### config.mk
export PLATFORM = sky130hd
export DESIGN_NAME = mmio_gpio
export DESIGN_NICKNAME = d
export VERILOG_FILES = /design/src/rtl/mmio_gpio.sv
export SDC_FILE = /design/constraint.sdc
export NUM_CORES = 1
export LEC_CHECK = 0
export CAP_MARGIN = 15
export CORE_MARGIN = 2
export CORE_UTILIZATION = 59
export CTS_BUF_LIST = sky130_fd_sc_hd__clkbuf_4
export DETAILED_ROUTE_END_ITERATION = 7
export PLACE_DENSITY = 0.95
export SETUP_SLACK_MARGIN = 0.2
export SYNTH_ARGS = -nofsm -noshare
export SYNTH_HDL_FRONTEND = slang
export SYNTH_SLANG_ARGS = --single-unit
### constraint.sdc
create_clock -name clk -period 5.1 [get_ports clk]
set_input_delay 1.02 -clock clk [delete_from_list [all_inputs] [get_ports clk]]
set_output_delay 1.02 -clock clk [all_outputs]
set_load 0.005 [all_outputs]
### src/rtl/mmio_gpio.sv
// mmio_gpio: memory-mapped GPIO peripheral for the rv32i data bus.
//   N_LEDS 32-bit LED registers, N_KEYS debounced keys with sticky
//   rising-edge flags, per-key interrupt enables and a level irq.
//   Optional macro GPIO_FALL_EDGE_EN adds the KEY_FALL register (index 11)
//   and lets falling edges raise irq as well.
//
// Ports:
//   clk    in   system clock, all state on the rising edge
//   rst    in   synchronous active-high reset
//   we     in   write strobe
//   re     in   read strobe
//   addr   in   [ADDR_W-1:0] word address
//   wdata  in   [31:0] write data
//   rdata  out  [31:0] registered read data (holds while re=0)
//   key    in   [N_KEYS-1:0] raw asynchronous keys
//   led    out  [N_LEDS*32-1:0] LED registers, LED_i at [32i+31:32i]
//   irq    out  interrupt request, level
//
// Register map: 0..N_LEDS-1 LED_i (R/W), 8 KEY_STATE (RO), 9 KEY_RISE (W1C),
//   10 KEY_IE (R/W), 11 KEY_FALL (W1C, optional); others read 0.
module mmio_gpio #(
  parameter int N_LEDS     = 2,
  parameter int N_KEYS     = 4,
  parameter int DEB_CYCLES = 4,
  parameter int ADDR_W     = 4
) (
  input  logic                  clk,
  input  logic                  rst,
  input  logic                  we,
  input  logic                  re,
  input  logic [ADDR_W-1:0]     addr,
  input  logic [31:0]           wdata,
  output logic [31:0]           rdata,
  input  logic [N_KEYS-1:0]     key,
  output logic [N_LEDS*32-1:0]  led,
  output logic                  irq
);

  localparam logic [ADDR_W-1:0] A_STATE = ADDR_W'(8);
  localparam logic [ADDR_W-1:0] A_RISE  = ADDR_W'(9);
  localparam logic [ADDR_W-1:0] A_IE    = ADDR_W'(10);
`ifdef GPIO_FALL_EDGE_EN
  localparam logic [ADDR_W-1:0] A_FALL  = ADDR_W'(11);
`endif
  localparam logic [16:0]       DEB_LIM = 17'(DEB_CYCLES);

  logic [N_LEDS-1:0][31:0]  led_q, led_d;
  logic [N_KEYS-1:0]        s1_q, s1_d, s2_q, s2_d;
  logic [N_KEYS-1:0]        stable_q, stable_d;
  logic [N_KEYS-1:0][15:0]  cnt_q, cnt_d;
  logic [N_KEYS-1:0]        rise_q, rise_d;
  logic [N_KEYS-1:0]        ie_q, ie_d;
  logic [31:0]              rdata_q, rdata_d;
  logic                     irq_q, irq_d;
  logic [31:0]              rd_val;
  logic [N_KEYS-1:0]        rose;
`ifdef GPIO_FALL_EDGE_EN
  logic [N_KEYS-1:0]        fall_q, fall_d;
  logic [N_KEYS-1:0]        fell;
`endif

  always_comb begin
    led_d    = led_q;
    s1_d     = key;
    s2_d     = s1_q;
    stable_d = stable_q;
    cnt_d    = cnt_q;
    ie_d     = ie_q;
    rdata_d  = rdata_q;
    rd_val   = '0;

    // Debounce: count consecutive cycles where the synchronised level
    // differs from the accepted one; any agreement restarts the count.
    for (int unsigned k = 0; k < N_KEYS; k++) begin
      if (s2_q[k] == stable_q[k]) begin
        cnt_d[k] = '0;
      end else if (({1'b0, cnt_q[k]} + 17'd1) == DEB_LIM) begin
        stable_d[k] = s2_q[k];
        cnt_d[k]    = '0;
      end else begin
        cnt_d[k] = cnt_q[k] + 16'd1;
      end
    end

    // Edge flags: a new event wins over a same-cycle W1C clear.
    rose   = stable_d & ~stable_q;
    rise_d = rise_q;
    if (we && addr == A_RISE) rise_d = rise_q & ~wdata[N_KEYS-1:0];
    rise_d = rise_d | rose;
`ifdef GPIO_FALL_EDGE_EN
    fell   = stable_q & ~stable_d;
    fall_d = fall_q;
    if (we && addr == A_FALL) fall_d = fall_q & ~wdata[N_KEYS-1:0];
    fall_d = fall_d | fell;
    irq_d  = |((rise_q | fall_q) & ie_q);
`else
    irq_d  = |(rise_q & ie_q);
`endif

    for (int unsigned i = 0; i < N_LEDS; i++) begin
      if (we && addr == ADDR_W'(i)) led_d[i] = wdata;
    end
    if (we && addr == A_IE) ie_d = wdata[N_KEYS-1:0];

    // Read mux uses pre-edge contents, giving read-before-write.
    for (int unsigned i = 0; i < N_LEDS; i++) begin
      if (addr == ADDR_W'(i)) rd_val = led_q[i];
    end
    if (addr == A_STATE) rd_val[N_KEYS-1:0] = stable_q;
    if (addr == A_RISE)  rd_val[N_KEYS-1:0] = rise_q;
    if (addr == A_IE)    rd_val[N_KEYS-1:0] = ie_q;
`ifdef GPIO_FALL_EDGE_EN
    if (addr == A_FALL)  rd_val[N_KEYS-1:0] = fall_q;
`endif
    if (re) rdata_d = rd_val;
  end

  always_ff @(posedge clk) begin
    if (rst) begin
      led_q    <= '0;
      s1_q     <= '0;
      s2_q     <= '0;
      stable_q <= '0;
      cnt_q    <= '0;
      rise_q   <= '0;
      ie_q     <= '0;
      rdata_q  <= '0;
      irq_q    <= 1'b0;
`ifdef GPIO_FALL_EDGE_EN
      fall_q   <= '0;
`endif
    end else begin
      led_q    <= led_d;
      s1_q     <= s1_d;
      s2_q     <= s2_d;
      stable_q <= stable_d;
      cnt_q    <= cnt_d;
      rise_q   <= rise_d;
      ie_q     <= ie_d;
      rdata_q  <= rdata_d;
      irq_q    <= irq_d;
`ifdef GPIO_FALL_EDGE_EN
      fall_q   <= fall_d;
`endif
    end
  end

  assign led   = led_q;
  assign rdata = rdata_q;
  assign irq   = irq_q;

endmodule

==> impl_metrics.yaml, run 1 <==
route:
  via_per_inst: 5.83
  ant_nets: 0
  drtIter0Drc: 567
  wirelength_um: 19700
  wire_per_inst_um: 15.9
  first_pass_iters: 6
  drc: 0
  vias: 7222
logic_synthesis:
  ys_seq_elements: 181
  yosysMostFrequentCell: "dfxtp_1"
  synth_edf_count: 0
  ys_warn_count: 0
  synth_top_area_share_pct: 45.8
  syn-num-nets: 996
  ys_types: 66
  yosys.area.top_type: "dfxtp_1"
  synthTopCellsByArea: "dfxtp_1 46%, nand2_1 7.5%, nor2_1 5.5%"
  synth_ff_type: "dfxtp_1"
  syn_inst: 946
  synth_area_um2: 7920
  synth.yosys.seq_area_share_pct: 45.8
  postSynthAreaPerCell_um2: 8.37
  async_flop_share_pct: 0
  synthTopCellsByCount: "181 x dfxtp_1, 158 x nand2_1, 117 x nor2_1"
finish:
  drive_gt1_share_pct: 6.03
  fin_nets: 1099
  stdcell_area_um2: 9610
  areaGrowthSynthToFinish_pct: 21.3
setup_path:
  r2r_cells: 6
  crit_path_start_kind: "primary input"
  slowest_delay_ns: 0.82
  worstSetupPathType: "primary input to flip-flop"
  crit_required_ns: 5.58
  critPathArrivalTime_ns: 3.70
  crit_top_cell: "nand2_1"
  r2r_start: "cnt_q[2]"
  path_cells: "clkdlybuf4s50_1 > nand2b_1 > nor3_2 > buf_4 > nand2_1 > nand2_1 > a21oi_1"
  crit_path_max_fanout: 32
  rr_endpoint: "stable_q[0]"
  cp_slowest_cell: "clkdlybuf4s50_1"
  ff2ff_setup_slack_ns: 2.72
  endpoint_kind: "flip-flop"
cts:
  cts_tree: "yes"
  htreeDepth: 4
  cts_buffers: 17
  ctsHoldBuffers: 0
  cts.sinks: 181
  ctsResizeCount: 0
  clock_latency_ns: 0.60
  ctsLongestPathBuffers: 2
  clkTransAtPathRegs_ns: 0.16
  post_cts_buffers: 0
  root_buffer: "clkbuf_4"
power:
  power_density_nw_per_um2: 248
  ir_worst_vdd_v: 0.000149
  leakagePower_nw: 3.08
global_route:
  grt-ovfl-total: 0
  grt_max_degree: 66
  track_usage_pct: 27.6
  grt_pass1_vias: 6668
  grt_pass1_wl_um: 32200
  antenna_found_initial: 1
sta:
  tns_ns: 0
  worstMarginPinSlew_ns: 1.19
  final-hold-violation-count: 0
  min_period_ns: 3.22
  setup_viol: 0
  slew_violations: 0
  period_share_pct: 63.1
  finClkSkew_ns: 0.0221
  grt_setup_unrepaired: "false"
  relSlewSlack_pct: 20.7
  fmax_mhz: 311
hold_path:
  hold_start: "s1_q[0]"
  holdPathStages: 1
  hp-class: "flip-flop to flip-flop"
  hold_end: "s2_q[0]"
die:
  rows: 42
  core_um2: 13200
  initial_utilization_pct: 60.0
  die_area_um2: 14400
  die_y_um: 120
  die_x_um: 120
  ios: 141
placement:
  detailed_place_hpwl_um: 13400
  port_buffers: 140
  place_area_um2: 9340
  place_congestion: 0.896
job:
  drv_cap: 0
outcome:
  outcome: "finished, final reports clean"
metal layers:
| metal | track usage, % | wire length (µm) | up-vias |
|---|---|---|---|
| met4 | 13.2 | 709 | 0 |
| li1 | - | - | 3504 |
| met3 | 8.27 | 1420 | 63 |
| met5 | 0 | 0 | - |
| met2 | 43.8 | 9350 | 282 |
| met1 | 34.4 | 8180 | 3373 |
metrics by stage:
step	cells	power [mW]	utilization [%]	worst slack, ns	hold WS [ns]
2_1_floorplan	946	1.55	-	2.63	0.414
3_3_place_gp	1206	1.64	70.8	1.41	0.423
3_5_place_dp	1206	1.64	70.8	1.30	0.429
4_1_cts	1238	2.39	72.8	1.96	0.456
5_1_grt	1239	2.46	72.9	1.79	0.470
6_report	1239	2.38	72.9	1.88	0.447
where the power goes:
part	leakage [nW]	internal, mW	total, mW	switching [mW]
clock network	0.145	0.215	0.764	0.548
logic	1.47	0.0814	0.161	0.0797
registers	1.47	1.44	1.45	0.0160
total	3.08	1.73	2.38	0.644
layout make-up:
class,count,area (µm²)
Antenna cell,1,2.50
Multi-Input combinational cell,694,4020
Tap cell,176,220
Clock inverter,15,139
Timing Repair Buffer,146,1440
Inverter,9,33.8
Fill cell,913,3580
Clock buffer,17,128
Sequential cell,181,3620
registers in the layout, summed over array words and instances, names as in the netlist:
signal    cells
rdata        32
irq           1
stable_q      4
led          64
cnt_q        64
ie_q          4
s2_q          4
s1_q          4
rise_q        4
how the worst max path moves through the flow:
stage	from	end	slack [ns]	cells past startpoint
2_1_floorplan	addr[3]	ie_q[0]	2.63	6
3_3_place_gp	addr[0]	led[48]	1.41	7
3_5_place_dp	addr[0]	led[41]	1.30	7
4_1_cts	addr[0]	led[41]	1.96	7
5_1_grt	addr[0]	led[51]	1.79	7
6_report	addr[0]	led[39]	1.88	7
cell families (layout without fill, tap and decap cells):
family | Yosys count | count (layout) | share of synthesized area [%]
AND/OR/NAND/NOR | 427 | 427 | 25.4
AO/OA/AOI/OAI | 186 | 186 | 15.7
flip-flops | 181 | 181 | 45.8
buffers and inverters | 71 | 187 | 3.59
XOR/XNOR | 61 | 61 | 6.75
multiplexers | 14 | 14 | 1.80
adder cells (fa/ha/maj) | 6 | 6 | 0.948
other | 0 | 1 | 0
worst max-delay path, delay by kind of cell:
kind | cells | cell delay (ns)
buffers and inverters | 2 | 1.18
and+or+nand+nor | 4 | 1.38
AOI/OAI and AO/OA | 1 | 0.10
cells in the final DEF (no fill, tap or decap), types with 3 or more instances in the layout:
| master | n |
|---|---|
| clkdlybuf4s50_1 | 138 |
| o21ai_0 | 7 |
| and2_1 | 4 |
| nor4_1 | 11 |
| nand4_1 | 13 |
| buf_4 | 7 |
| nor4b_1 | 3 |
| a31oi_1 | 3 |
| a21oi_1 | 78 |
| nand3_1 | 34 |
| or3_1 | 5 |
| nor3_1 | 12 |
| nor2b_1 | 14 |
| xnor2_1 | 33 |
| inv_1 | 9 |
| mux2i_1 | 12 |
| inv_6 | 4 |
| o2bb2ai_1 | 4 |
| a211oi_1 | 35 |
| ha_1 | 6 |
| nor4_2 | 3 |
| and4_1 | 3 |
| a31o_2 | 3 |
| nand2b_1 | 11 |
| and3_1 | 12 |
| clkinv_4 | 3 |
| a22oi_1 | 30 |
| clkbuf_4 | 17 |
| inv_8 | 4 |
| dfxtp_1 | 181 |
| nor2_1 | 117 |
| a21bo_2 | 3 |
| nand2_1 | 158 |
| xor2_1 | 28 |
| a311oi_1 | 4 |
| nor3b_1 | 5 |
| nand4b_1 | 3 |
No activity file was read; power rests on OpenSTA's default activity.
==> inputs of run 2 (changes only) <==
Settings changed: CORE_UTILIZATION 59 to 49, PLACE_DENSITY 0.95 to 0.88.
Clock period 5.1 ns to 2.7 ns, I/O delays scaled along.
==> impl_metrics.yaml, run 2 (synthesis gave the netlist of run 1 again) <==
placement:
  dp_cells: 1254
  place_area_um2: 9530
  port_buffers: 140
  detailed_place_hpwl_um: 13400
  place_congestion: 0.889
finish:
  fin_util_pct: 61.9
  fin_cells: 1287
  drive_gt1_share_pct: 6.73
  most-common-layout-cells: "181 x dfxtp_1, 158 x nand2_1, 138 x clkdlybuf4s50_1"
  mostFrequentLayoutCell: "dfxtp_1"
  fin_nets: 1107
  stdcell_area_um2: 9790
  areaGrowthSynthToFinish_pct: 23.6
route:
  drtIter0Drc: 453
  first_pass_iters: 5
  vias: 7110
  via_per_inst: 5.52
  wirelength_um: 19200
  ant_nets: 0
  drc: 0
  wire_per_inst_um: 14.9
power:
  power_density_nw_per_um2: 460
  ir_worst_vdd_v: 0.000311
  leakagePower_nw: 3.14
  internal-power_mw: 3.29
  seqPwrFrac_pct: 60.9
  pwr-share-comb_pct: 7.1
  switching_share_pct: 27.0
  power_frac_clock_pct: 32.0
  switchingPower_mw: 1.22
die:
  rows: 46
  die_area_um2: 17200
  core_um2: 15800
  die_x_um: 131
  ios: 141
  initial_utilization_pct: 50.0
  die_y_um: 131
hold_path:
  holdPathStages: 2
  hp-class: "primary input to flip-flop"
  hold_end: "led[3]"
  hold_start: "rst"
global_route:
  grt_pass1_vias: 6657
  grt_pass1_wl_um: 31600
  antenna_found_initial: 1
  track_usage_pct: 22.0
  grt_max_degree: 90
  grt-ovfl-total: 0
cts:
  clkTransAtPathRegs_ns: 0.16
  ctsHoldBuffers: 0
  cts.sinks: 181
  root_buffer: "clkbuf_4"
  ctsLongestPathBuffers: 2
  htreeDepth: 4
  post_cts_buffers: 0
  cts_tree: "yes"
  cts_buffers: 17
  ctsResizeCount: 0
  clock_latency_ns: 0.59
sta:
  relSlewSlack_pct: 57.9
  fmax_mhz: 431
  worstMarginPinSlew_ns: 0.632
  slew_violations: 0
  tns_ns: 0
  period_share_pct: 86.0
  finClkSkew_ns: 0.0196
  min_period_ns: 2.32
  final-hold-violation-count: 0
  setup_viol: 0
  grt_setup_unrepaired: "false"
setup_path:
  r2r_cells: 6
  endpoint_kind: "flip-flop"
  crit_path_start_kind: "flip-flop"
  crit_buf_inv: 0
  cpLargestDelayFamily: "simple AND/OR/NAND/NOR gates"
  slowest_delay_ns: 0.53
  ff2ff_setup_slack_ns: 0.38
  crit_top_cell: "mux2i_1"
  cp_slowest_cell: "or4b_1"
  crit_path_max_fanout: 6
  path_cells: "nand3_1 > nor4_2 > mux2i_1 > nand2b_1 > or4b_1 > mux2i_1"
  rr_endpoint: "stable_q[0]"
  r2r_start: "cnt_q[4]"
  crit_required_ns: 3.18
  worstSetupPathType: "flip-flop to flip-flop"
  critPathArrivalTime_ns: 2.80
job:
  drv_cap: 0
outcome:
  outcome: "finished, final reports clean"
-- run 2: cell count changes in the layout (fill, tap and decap cells not counted) --
cell      delta
clkinv_4     +1
inv_6        +2
inv_8        -2
buf_4        +2
buf_12       +6
clkinv_2     -1
-- run 2: per-layer routing --
metal  share of wire [%]  global-route usage (%)
met3                 6.2                    5.25
met4                 1.9                    8.33
met2                  49                    37.0
met5                   0                       0
met1                  43                    27.3
-- run 2: worst max path at each step --
stage                   from           to  slack [ns]  cells past startpoint
floorplan           cnt_q[4]  stable_q[0]        0.66                      6
global placement     addr[3]    rdata[28]        0.32                      5
detailed placement   addr[3]     rdata[5]        0.20                      5
CTS                 cnt_q[4]  stable_q[0]        0.39                      6
global route        cnt_q[4]  stable_q[0]        0.21                      6
finish              cnt_q[4]  stable_q[0]        0.38                      6
-- run 2: cell type report --
class                      instances  area (µm²)
antenna                            1        2.50
clock buffer                      17         128
clock inverter                    15         138
fill                            1293        6030
inverter                           9        33.8
multi-input combinational        694        4020
sequential                       181        3620
tap                              216         270
timing repair buffer             154        1570
-- run 2: power by group through the flow --
stage,Combinational (mW),Sequential [mW],Clock (mW)
2_1_floorplan,0.124,2.80,0
3_3_place_gp,0.313,2.80,0
3_5_place_dp,0.317,2.80,0
4_1_cts,0.319,2.74,1.46
5_1_grt,0.344,2.75,1.57
6_report,0.319,2.74,1.44
-- run 2: metrics by stage --
step | power [mW] | hold slack, ns | setup slack, ns
floorplan | 2.92 | 0.414 | 0.659
global placement | 3.11 | 0.436 | 0.323
detailed placement | 3.12 | 0.435 | 0.203
CTS | 4.52 | 0.339 | 0.385
global route | 4.66 | 0.350 | 0.215
finish | 4.50 | 0.371 | 0.378
